### config.mk
export PLATFORM = sky130hd
export DESIGN_NAME = nibble_serial_adder_ctrl
export DESIGN_NICKNAME = d
export VERILOG_FILES = /design/src/rtl/nibble_serial_adder_ctrl.sv
export SDC_FILE = /design/constraint.sdc
export NUM_CORES = 1
export LEC_CHECK = 0
export ABC_AREA = 1
export ABC_CLOCK_PERIOD_IN_PS = 1400
export BUFFER_PORTS_ARGS = -buffer_cell sky130_fd_sc_hd__buf_2
export CAP_MARGIN = 10
export CORE_AREA = 2 2 129 81
export DETAILED_ROUTE_END_ITERATION = 8
export DIE_AREA = 0 0 131 83
export PLACE_DENSITY_LB_ADDON = 0.3
export SETUP_SLACK_MARGIN = 0.3
export SLEW_MARGIN = 20
export SYNTH_ARGS = -nofsm -noshare
export SYNTH_HDL_FRONTEND = slang
export SYNTH_SLANG_ARGS = --single-unit
### constraint.sdc
create_clock -name clk -period 1.4 [get_ports clk]
set_input_delay 0.28 -clock clk [delete_from_list [all_inputs] [get_ports clk]]
set_output_delay 0.28 -clock clk [all_outputs]
set_load 0.1 [all_outputs]
### src/rtl/nibble_serial_adder_ctrl.sv
// nibble_serial_adder_ctrl
//
// Adds two wide operands one nibble per clock, LSB nibble first. It uses a
// single external 4-bit full adder instead of a wide adder. The carry between
// nibbles is chained through an internal register. One operation runs at a
// time, with a start/busy/done handshake.
//
// Ports:
//   clk      system clock; all state updates on the rising edge
//   rst      synchronous active-high reset; has priority over everything
//   start    request, accepted only while idle
//   op_a     operand A (4*NIBBLES bits), sampled on the accepted start
//   op_b     operand B (4*NIBBLES bits), sampled on the accepted start
//   c_in     initial carry, sampled on the accepted start
//   busy     high from the cycle after acceptance until done falls
//   done     one-cycle pulse; result and c_out are valid
//   result   sum, held until the next done
//   c_out    final carry, held until the next done
//   fa_a     nibble of A driven to the external adder
//   fa_b     nibble of B driven to the external adder
//   fa_cin   carry driven to the external adder
//   fa_sum   external adder sum (combinational response)
//   fa_cout  external adder carry-out (combinational response)

module nibble_serial_adder_ctrl #(
    parameter int NIBBLES = 4
) (
    input  logic                 clk,
    input  logic                 rst,
    input  logic                 start,
    input  logic [4*NIBBLES-1:0] op_a,
    input  logic [4*NIBBLES-1:0] op_b,
    input  logic                 c_in,
    output logic                 busy,
    output logic                 done,
    output logic [4*NIBBLES-1:0] result,
    output logic                 c_out,
    output logic [3:0]           fa_a,
    output logic [3:0]           fa_b,
    output logic                 fa_cin,
    input  logic [3:0]           fa_sum,
    input  logic                 fa_cout
);

    localparam int W     = 4 * NIBBLES;
    localparam int IDX_W = (NIBBLES > 1) ? $clog2(NIBBLES) : 1;

    typedef enum logic [1:0] {
        IDLE,
        RUN,
        DONE
    } state_t;

    state_t state_q, state_d;

    logic [W-1:0]     a_q, b_q, work_q, work_d, result_q;
    logic [IDX_W-1:0] idx_q;
    logic             carry_q, c_out_q;
    logic             last_nibble;
    logic [3:0]       a_nib, b_nib;

    assign last_nibble = (idx_q == IDX_W'(NIBBLES - 1));

    // State register: reset returns to IDLE and aborts any operation in flight.
    always_ff @(posedge clk) begin
        if (rst) begin
            state_q <= IDLE;
        end else begin
            state_q <= state_d;
        end
    end

    // Next-state logic. DONE always lasts exactly one cycle.
    // A start seen in RUN or DONE is dropped, not queued.
    always_comb begin
        state_d = state_q;
        case (state_q)
            IDLE:    if (start) state_d = RUN;
            RUN:     if (last_nibble) state_d = DONE;
            DONE:    state_d = IDLE;
            default: state_d = IDLE;
        endcase
    end

    // Select the current nibble of each operand by index. A loop mux is used
    // instead of a variable part-select, so no index can reach past the
    // operand for any NIBBLES value. work_d is the working sum with the
    // adder's current nibble merged in. On the last nibble it is the complete
    // result.
    always_comb begin
        a_nib  = 4'h0;
        b_nib  = 4'h0;
        work_d = work_q;
        for (int i = 0; i < NIBBLES; i++) begin
            if (idx_q == IDX_W'(i)) begin
                a_nib            = a_q[4*i +: 4];
                b_nib            = b_q[4*i +: 4];
                work_d[4*i +: 4] = fa_sum;
            end
        end
    end

    // Datapath registers. Operands are captured only on an accepted start, so
    // changes on op_a/op_b/c_in during RUN have no effect. result and c_out
    // move only on the edge that enters DONE, or on reset.
    always_ff @(posedge clk) begin
        if (rst) begin
            a_q      <= '0;
            b_q      <= '0;
            work_q   <= '0;
            idx_q    <= '0;
            carry_q  <= 1'b0;
            result_q <= '0;
            c_out_q  <= 1'b0;
        end else begin
            case (state_q)
                IDLE: begin
                    if (start) begin
                        a_q     <= op_a;
                        b_q     <= op_b;
                        carry_q <= c_in;
                        work_q  <= '0;
                        idx_q   <= '0;
                    end
                end
                RUN: begin
                    work_q  <= work_d;
                    carry_q <= fa_cout;
                    if (last_nibble) begin
                        idx_q    <= '0;
                        result_q <= work_d;
                        c_out_q  <= fa_cout;
                    end else begin
                        idx_q <= idx_q + IDX_W'(1);
                    end
                end
                default: begin
                end
            endcase
        end
    end

    // Output decode. The adder inputs are driven only in RUN. They depend only
    // on registered state, so there is no combinational path from
    // fa_sum/fa_cout back to them.
    always_comb begin
        busy   = (state_q != IDLE);
        done   = (state_q == DONE);
        fa_a   = 4'h0;
        fa_b   = 4'h0;
        fa_cin = 1'b0;
        if (state_q == RUN) begin
            fa_a   = a_nib;
            fa_b   = b_nib;
            fa_cin = carry_q;
        end
    end

    assign result = result_q;
    assign c_out  = c_out_q;

endmodule

Word-level counts from Yosys, hierarchy flattened
Cells that the tools add are included.
{ "word_totals": {"regBits": 70, "latch_bits": 0, "mem_bits_rw": 0, "romBits": 0, "inputBits": 41, "mem_count": 0} }
{ "classes": {"addsub": 1, "n_mul": 0, "div": 0, "magnitude_cmp": 0, "eq_ne": 7, "shift": 0, "n_mux": 25, "bitwise": 0, "n_reduce_logical": 8} }
{ "ops": {"columns": ["operator", "n"], "rows": [
  ["$mux W4", 14],
  ["$pmux W16 S2", 1],
  ["$mux W16", 1],
  ["$mux W2", 4],
  ["$pmux W2 S2", 2],
  ["$reduce_and A2 Y1", 4],
  ["$eq A2 B2 Y1 const B", 3],
  ["$eq A2 B1 Y1 const B", 2],
  ["$logic_not A2 Y1", 2],
  ["$ne A2 B2 Y1 const B", 2],
  ["$reduce_bool A2 Y1", 2],
  ["$add A2 B1 Y2 const B", 1],
  ["$mux W1", 2],
  ["$pmux W1 S2", 1]
]} }

Depth between registers and ports, before layout
Gate-level depths: netlist of the first run.
{ "depth": {"word_depth": 6, "ltp_mapped": 8} }

Worst setup path after synthesis of the first run
OpenSTA, ideal clock, no wires.
{ "synth_path": {"path_type": "register to output", "startpoint": "reg state_q[0]", "endpoint": "out fa_cin", "t_arrival_ps": 1779, "slack_ps": -659, "stages_incl_launch_ff": 3, "cell_sequence": "dfxtp_1 > nand2_1 > nor2_1"} }
{ "synth_via": {"elab_chain_cells": 2} }
{ "synth_rtl": {"columns": ["element", "line_no", "text"], "rows": [
  ["start: declaration", "54", "state_t state_q, state_d;"],
  ["start signal: assignment", "69", "state_q <= state_d;"],
  ["$eq A2 B1 Y1", "152", "if (state_q == RUN) begin"],
  ["$mux W1", "152", null],
  ["end: declaration", "40", "output logic fa_cin,"]
]} }
No other way between the ends.

Worst setup path in the final report of the first run
{ "layout_path": {"startpoint": "reg idx_q[1]", "endpoint": "out fa_b[2]"} }
{ "layout_via": {"elab_chain_cells": 6, "elab_cells_between_ends": 9} }
{ "layout_rtl": {"columns": ["element", "line_no", "text"], "rows": [
  ["start: declaration", "57", "logic [IDX_W-1:0] idx_q;"],
  ["start signal: assignment", "134", "idx_q <= idx_q + IDX_W'(1);"],
  ["$logic_not A2 Y1", "95", "if (idx_q == IDX_W'(i)) begin"],
  ["$mux W4 (3 in series)", "95", null],
  ["$mux W4 *", "95", null],
  ["$mux W4 *", "152", null],
  ["end: declaration", "39", "output logic [3:0] fa_b,"]
]} }
Mark *: on every way between the ends. The rest lies on a longest branch, timed or not.

==> results of run 1 <==
-- routing by layer --
metal / global-route usage (%) / share of wire [%] / vias to the layer above
met5: 0 / 0 / -
met4: 3.385 / 0.45 / 0
met3: 4.510 / 5.2 / 4
met2: 30.66 / 46 / 88
met1: 26.83 / 48 / 1511
li1: - / - / 1543
-- layout by cell type, fill, tap and decap left out, types with 4 or more instances in the layout --
cell | Yosys | layout
a21oi_2 | 0 | 18
dfxtp_4 | 0 | 4
buf_12 | 0 | 39
nand3_1 | 24 | 24
clkbuf_16 | 0 | 9
nand2_4 | 1 | 21
nor2_2 | 2 | 10
buf_6 | 1 | 17
buf_2 | 8 | 40
buf_4 | 6 | 16
nand2_1 | 134 | 86
o21ai_4 | 0 | 4
nor2_4 | 1 | 24
nor2_1 | 84 | 53
nand2_8 | 0 | 10
a21oi_1 | 26 | 6
dfxtp_1 | 66 | 45
dfxtp_2 | 0 | 17
nand2_2 | 2 | 20
buf_16 | 0 | 7
inv_4 | 0 | 5
o21ai_2 | 1 | 29
-- metrics by stage --
stage	worst slack, ns	total power [mW]	hold slack (ns)	utilization [%]	area, um^2
floorplan	-0.05757	2.605	0.3491	-	3236
global placement	-0.2116	2.889	0.4461	42.13	4059
detailed placement	-0.2222	2.906	0.4501	42.13	4059
CTS	-0.5048	5.507	0.1821	56.21	5415
global route	-0.5544	5.731	0.2079	57.83	5572
finish	-0.5084	5.531	0.1836	57.83	5572
-- worst max-delay path, cell delays in order (launching register included) --
cell     delay, ns
dfxtp_4       0.38
inv_4         0.05
ha_4          0.18
buf_6         0.14
a21oi_2       0.15
nand2_2       0.09
nand2_4       0.09
nand2_8       0.05
buf_12        0.16
-- cells in the mapped netlist (2+ instances only) --
cell type and n:
dfxtp_1 66, inv_2 2, a21oi_1 26, nor2_1 84, buf_2 8, buf_4 6
clkbuf_1 9, o21ai_0 32, nand2_1 134, nand3_1 24, ha_1 4, nor2_2 2
inv_1 12, nand2_2 2
-- worst paths after layout --
kind                     end  slack [ns]  cells after the start
setup / recovery     fa_b[2]       -0.51                      8
hold / removal         c_out        0.18                      3
setup reg to reg  state_q[1]       -0.22                      8
hold reg to reg    work_q[0]        0.47                      2
-- cell type report --
| class | instances | area (um^2) | share of cell area [%] |
|---|---|---|---|
| inverter | 14 | 81.33 | 1.460 |
| timing repair inverter | 1 | 7.507 | 0.1347 |
| timing repair buffer | 120 | 1500 | 26.93 |
| multi-input combinational | 311 | 2166 | 38.87 |
| clock inverter | 3 | 40.04 | 0.7186 |
| tap | 135 | 168.9 | 3.032 |
| clock buffer | 13 | 250.2 | 4.491 |
| sequential | 66 | 1358 | 24.37 |
-- logic make-up after synthesis --
logic type | Yosys count | synth area share (%)
adder cells (fa/ha/maj) | 4 | 1.763
AO/OA/AOI/OAI | 59 | 10.53
AND/OR/NAND/NOR | 248 | 34.73
flip-flops | 66 | 46.54
buffers and inverters | 38 | 6.434
-- report_power, final --
| part | internal, mW | switching, mW | total [mW] |
|---|---|---|---|
| sequential | 1.97 | 0.0887 | 2.06 |
| clock | 1.42 | 0.793 | 2.22 |
| combinational | 0.569 | 0.687 | 1.26 |
| total | 3.96 | 1.57 | 5.53 |
-- repair_timing --
action / in CTS / in global routing
buffers inserted: 12 / 2
hold buffers: 0 / 0
pin swaps: 30 / 25
resized for setup: 229 / 39
cloned: 9 / 0
endpoints found under the setup margin: 94 / 94
-- registers in the layout (all words and copies together) (netlist names) --
name and count:
b_q 16, result 16, work_q 12, carry_q 1, idx_q 2, a_q 16
state_q 2, c_out 1
==> results.toml, run 1 <==
[route]
drc = 0
drtPass1Iterations = 4
vias = 3146
drt_iter0_markers = 239
wl_per_cell_um = 15.13
wirelength_um = 10030
post_drt_via_cell_ratio = 4.745
final_antenna_net_count = 0

[timing]
max_slew_margin_pct = 75.81
hold_viol_final = 0
worst_pin_slew_ns = 0.3625
period_minus_slack_ns = 1.908
drv_slew = 0
timing.final.ws_setup_ns = -0.5084
fmax_ghz = 0.5240
setup_violations = 73
period_share_pct = 136.3
rsz0062_at_grt = "true"
setup_tns_ns = -10.33
clock_skew_ns = 0.006994

[power]
pwr_density_cell_mw_per_mm2 = 992.8
cellLeakagePower_nw = 2.473
ir_worst_vdd_mv = 0.6401

[logic_synthesis]
synth_top_area_share_pct = 46.54
synth_area_leaders = "dfxtp_1, nand2_1, nor2_1, o21ai_0, a21oi_1"
synthFlopType = "dfxtp_1"
yosys_warnings = 0
synthesis.area_mm2 = 0.002839
postSynthCellCount = 415
syn_avg_cell_area_um2 = 6.841
syn_nets = 460
synth_cell_types = 18
async_reset_ff_share_pct = 0
yosys.area.top_type = "dfxtp_1"
synth_seq_cells = 66
ys_seq_area_share_pct = 46.54
synth-edff-count = 0

[place]
portBuffers = 68
place.gp.congestion = 0.7727
place_inst = 624
hpwl_um = 5850

[setup_path]
arrival_ns = 1.63
critPathKind = "flop to primary output"
r2r_start = "idx_q[0]"
cp_max_fo = 4
crit_start = "idx_q[1]"
critPathRequiredTime_ns = 1.12
worstSetupStartpointType = "flop"
worstSetupEndpointType = "primary output"

[run_status]
violations = "setup timing"
status = "finished, violations left"

[global_routing]
overflow = 0
antenna_found_initial = 0
grt_pass1_wl_um = 16380
grt_pass1_vias = 3212
grt_usage_pct = 19.27
grt_max_degree = 41

[floorplanning]
die_area_mm2 = 0.01087
coreArea_mm2 = 0.009634
rows = 28
die_w_um = 131
ios = 69
die_h_um = 83
start_util_pct = 29.47

[layout]
drive_above_1_share_pct = 58.33
n_fill_cell = 808
syn_to_final_growth_pct = 96.25
final_nets = 568
layoutNonFillerInstCount = 663
diodes = 0

[clock_network]
ctsRootBufferMaster = "clkbuf_16"
clk_path_buf_depth = 2
cts_inserted_buffers = 9
htreeDepth = 3
clk_pin_slew_worst_paths_ns = 0.05
numClockSinks = 66
clk_latency_ns = 0.33
cts_tree = "done"

[worst_hold_path]
hold_start = "fa_cout"
hp-class = "primary input to flop"

[run]
maxCapViolCount = 0
Note: power is estimated with default switching activity, not from simulation.
==> run 2: changes to the inputs <==
- RECOVER_POWER: unset -> 25
==> run 2 against run 1 <==
  * First-iteration DRC count grew 0.42%
  * Critical endpoint unchanged
  * The run still ends with setup timing left
  * Sequential share of layout area grew 0.22 points
  * Non-clock buffer count is the same
  * Via count shrank 1.5%
==> results.toml, run 2 (synthesis results as in run 1) <==
[layout]
fin_util_pct = 57.31
diodes = 0
layoutNonFillerInstCount = 663
drive_above_1_share_pct = 58.33
final_nets = 568
final_common_cell = "nand2_1"
design_area_mm2 = 0.005522
final_cell_mix = "nand2_1, nor2_1, dfxtp_1"
syn_to_final_growth_pct = 94.49

[timing]
timing.final.ws_setup_ns = -0.5105
hold_slack_ns = 0.1825
worst_pin_slew_ns = 0.3631
period_minus_slack_ns = 1.911
rsz0062_at_grt = "true"
period_share_pct = 136.5
fmax_ghz = 0.5234
clock_skew_ns = 0.006738
drv_slew = 0
hold_viol_final = 0
setup_violations = 73
max_slew_margin_pct = 75.77

[power]
p_int_mw = 3.963
pwr-share-comb_pct = 22.7
ir_worst_vdd_mv = 0.6396
power_switching_mw = 1.568
sw_frac_of_total_pct = 28.35
cellLeakagePower_nw = 2.460
pwr_density_cell_mw_per_mm2 = 1002
power_frac_clock_pct = 40.1
pwr-share-seq_pct = 37.2

[route]
drc = 0
post_drt_via_cell_ratio = 4.676
final_antenna_net_count = 0
drt_iter0_markers = 240
drtPass1Iterations = 4
wirelength_um = 10010
vias = 3100
wl_per_cell_um = 15.10

[floorplanning]
start_util_pct = 29.47
die_area_mm2 = 0.01087
coreArea_mm2 = 0.009634
rows = 28
die_h_um = 83
ios = 69
die_w_um = 131

[setup_path]
worst_r2r_path_depth = 9
critPathKind = "flop to primary output"
r2r-end = "result[5]"
critPathRequiredTime_ns = 1.12
worstSetupStartpointType = "flop"
arrival_ns = 1.63
worstSetupEndpointType = "primary output"
r2r_start = "idx_q[0]"
cp_max_fo = 4
reg2reg_slack_ns = -0.21

[global_routing]
overflow = 0
grt_max_degree = 41
grt_usage_pct = 19.27
busiest_layer = "met2"
use_met1_pct = 26.83
grt_pass1_vias = 3212
grt_pass1_wl_um = 16380
antenna_found_initial = 0
use_met2_pct = 30.66
grt_util_met3_pct = 4.510

[place]
hpwl_um = 5850
portBuffers = 68
place_inst = 624
placed_cell_area_mm2 = 0.004059
place.gp.congestion = 0.7727
place_ws_ns = -0.2222

[clock_network]
htreeDepth = 3
clk_path_buf_depth = 2
cts_inserted_buffers = 9
cts_tree = "done"
clk_latency_ns = 0.33
numClockSinks = 66
ctsRootBufferMaster = "clkbuf_16"
clk_pin_slew_worst_paths_ns = 0.05

[worst_hold_path]
whs_endpoint = "c_out"
hp-class = "primary input to flop"
hold_depth = 3
hold_start = "fa_cout"

[run_status]
violations = "setup timing"
status = "finished, violations left"

[run]
maxCapViolCount = 0
-- run 2: power by group through the flow --
stage / clock network (mW) / logic, mW / registers [mW]
3_5_place_dp: 0 / 0.825 / 2.08
5_1_grt: 2.33 / 1.33 / 2.07
3_3_place_gp: 0 / 0.811 / 2.08
2_1_floorplan: 0 / 0.534 / 2.07
4_1_cts: 2.25 / 1.21 / 2.05
6_report: 2.22 / 1.25 / 2.06
-- run 2: worst max path at each step --
stage                    to  depth (start not counted)        from  slack [ns]
CTS                 fa_b[0]                          7    idx_q[0]       -0.50
detailed placement  fa_a[0]                          8    idx_q[1]       -0.22
finish              fa_b[2]                          8    idx_q[1]       -0.51
floorplan           fa_a[0]                          7  state_q[0]       -0.06
global placement    fa_a[2]                          8    idx_q[1]       -0.21
global route        fa_a[1]                          8    idx_q[1]       -0.55
-- run 2: final cells by class --
type | instances | area [um^2]
clock buffers | 13 | 250.2
clock inverters | 3 | 40.04
fillers | 815 | 4113
inverters | 14 | 81.33
multi-input cells | 311 | 2166
flip-flops and latches | 66 | 1358
well taps | 135 | 168.9
repair buffers | 120 | 1450
repair inverters | 1 | 7.507
-- run 2: metrics by stage --
step                TNS [ns]  power, mW
floorplan            -0.4605      2.605
global placement      -2.865      2.889
detailed placement    -3.282      2.906
CTS                   -9.721      5.507
global route          -15.34      5.731
finish                -10.35      5.531
-- run 2: what timing repair did --
action                                  CTS  global route
pin swaps                                30            25
endpoints found under the setup margin   94            94
resized for setup                       229            39
setup buffers                            12             2
hold endpoints to repair                  0             0
hold buffers                              0             0
cloned                                    9             0
-- run 2: metal layers --
| layer | part of all wire, % | vias up |
|---|---|---|
| li1 | - | 1540 |
| met1 | 47 | 1469 |
| met2 | 46 | 82 |
| met3 | 5.8 | 9 |
| met4 | 0.98 | 0 |
| met5 | 0 | - |
-- run 2: critical path: stages, from the launching register on --
cell     delay [ns]
dfxtp_4        0.38
inv_4          0.05
ha_4           0.18
buf_6          0.14
a21oi_2        0.15
nand2_2        0.09
nand2_4        0.09
nand2_8        0.05
buf_12         0.16
==> run 3: changes to the inputs <==
- CORE_AREA: 2 2 129 81 -> 2 2 120 87
- DIE_AREA: 0 0 131 83 -> 0 0 122 89
==> run 3 against run 2 <==
  * The run still ends with setup timing left
  * Total power increased by 1.8%
  * First-iteration DRC count decreased by 43%
  * Die area decreased by 0.14%
  * Register-to-register slack improved by 0.05 ns
  * Fmax decreased by 0.93%
  * Critical path depth increased by 1
  * Sequential share of layout area decreased by 0.45 points
  * Clock-buffer cell count decreased by 1
  * Largest cell class unchanged
==> results.toml, run 3 (synthesis results as in run 1) <==
[power]
ir_worst_vdd_mv = 0.5037
cellLeakagePower_nw = 2.469
pwr_density_cell_mw_per_mm2 = 999.3

[floorplanning]
ios = 69
die_h_um = 89
start_util_pct = 29.66
die_w_um = 122
die_area_mm2 = 0.01086
coreArea_mm2 = 0.009572
rows = 30

[layout]
final_common_cell = "nand2_1"
diodes = 0
drive_above_1_share_pct = 59.51
layoutNonFillerInstCount = 664
n_fill_cell = 774
syn_to_final_growth_pct = 98.46
final_nets = 576
final_cell_mix = "nand2_1, dfxtp_1, nor2_4, buf_2, buf_12"
fin_util_pct = 58.86
design_area_mm2 = 0.005634

[clock_network]
ctsRootBufferMaster = "clkbuf_16"
cts_tree = "done"
cts_hold_buf = 0
htreeDepth = 3
numClockSinks = 66
clk_latency_ns = 0.33
clk_pin_slew_worst_paths_ns = 0.05
cts_inserted_buffers = 9
clk_path_buf_depth = 2

[timing]
hold_viol_final = 0
fmax_ghz = 0.5185
max_slew_margin_pct = 79.50
setup_tns_ns = -9.657
period_share_pct = 137.8
drv_slew = 0
setup_violations = 66
timing.final.ws_setup_ns = -0.5285
rsz0062_at_grt = "true"
clock_skew_ns = 0.004007
period_minus_slack_ns = 1.929
worst_pin_slew_ns = 0.3075

[route]
post_drt_via_cell_ratio = 4.801
drt_iter0_markers = 137
wl_per_cell_um = 15.44
final_antenna_net_count = 0
drtPass1Iterations = 5
drc = 0
wirelength_um = 10250
vias = 3188

[place]
place.gp.congestion = 0.7323
place_ws_ns = -0.1987
placed_cell_area_mm2 = 0.004038
portBuffers = 68
place_inst = 617
hpwl_um = 5720

[run_status]
status = "finished, violations left"
violations = "setup timing"

[setup_path]
critPathKind = "flop to primary output"
critPathRequiredTime_ns = 1.12
arrival_ns = 1.65
worstSetupStartpointType = "flop"
cp_max_fo = 5
worstSetupEndpointType = "primary output"

[global_routing]
grt_max_degree = 26
grt_pass1_vias = 3203
grt_pass1_wl_um = 15840
antenna_found_initial = 0
grt_usage_pct = 18.84
overflow = 0

[run]
maxCapViolCount = 0

[worst_hold_path]
hp-class = "primary input to flop"
## run 3: changes by cell type in the layout (fill, tap and decap cells not counted), moves of 3 or more
| cell | before | now |
|---|---|---|
| buf_16 | 7 | 4 |
| nand2_1 | 86 | 81 |
| buf_6 | 17 | 21 |
| buf_4 | 16 | 20 |
| nor2_1 | 53 | 29 |
| o21ai_1 | 0 | 25 |
| nand2_8 | 10 | 13 |
| nor2_2 | 10 | 18 |
| nand2_4 | 21 | 24 |
| o21ai_2 | 29 | 4 |
| nor2_4 | 24 | 40 |
## run 3: final cells by class
type / instances / area, um^2 / share of cell area [%]
Clock buffer: 12 / 256.5 / 4.553
Multi-Input combinational cell: 314 / 2268 / 40.26
Timing Repair Buffer: 125 / 1445 / 25.65
Tap cell: 128 / 160.2 / 2.843
Clock inverter: 4 / 50.05 / 0.8883
Timing Repair inverter: 1 / 7.507 / 0.1332
Inverter: 14 / 86.33 / 1.532
Sequential cell: 66 / 1360 / 24.14
## run 3: per-layer routing
layer | vias to the layer above | track usage [%] | wire length, um
li1 | 1554 | - | -
met2 | 86 | 32.00 | 5006
met1 | 1538 | 24.16 | 4606
met5 | - | 0 | 0
met3 | 10 | 4.464 | 523
met4 | 0 | 5.434 | 117
## run 3: power breakdown
part / switching, mW / internal [mW] / leakage, nW / total [mW]
registers: 0.106 / 1.97 / 0.552 / 2.07
clock network: 0.827 / 1.47 / 0.145 / 2.30
logic: 0.686 / 0.570 / 1.77 / 1.26
total: 1.62 / 4.01 / 2.47 / 5.63
## run 3: critical path, cell delays in order, from the launching register on
cell     delay [ns]
dfxtp_4        0.40
inv_4          0.06
ha_4           0.18
inv_4          0.08
buf_12         0.13
nor2_4         0.04
nor2_4         0.12
nand2_4        0.07
nand2_8        0.06
buf_12         0.16
## run 3: what timing repair did
item | in CTS | in global routing
pin swaps | 59 | 42
buffers inserted | 12 | 9
endpoints found under the setup margin | 93 | 94
resized for setup | 225 | 66
cloned | 6 | 4
## run 3: path summary, 6_finish.rpt
path | start | to | slack, ns | cells past startpoint
max | idx_q[0] | fa_b[3] | -0.53 | 9
min | fa_cout | c_out | 0.19 | 3
max reg2reg | state_q[0] | a_q[2] | -0.16 | 12
min reg2reg | result[8] | result[8] | 0.47 | 2
## run 3: metrics by stage
stage / total power, mW / hold slack [ns]
after floorplan: 2.605 / 0.3491
after global placement: 2.886 / 0.4462
after detailed placement: 2.900 / 0.4516
after CTS: 5.520 / 0.1821
after global routing: 5.820 / 0.1868
final: 5.630 / 0.1939
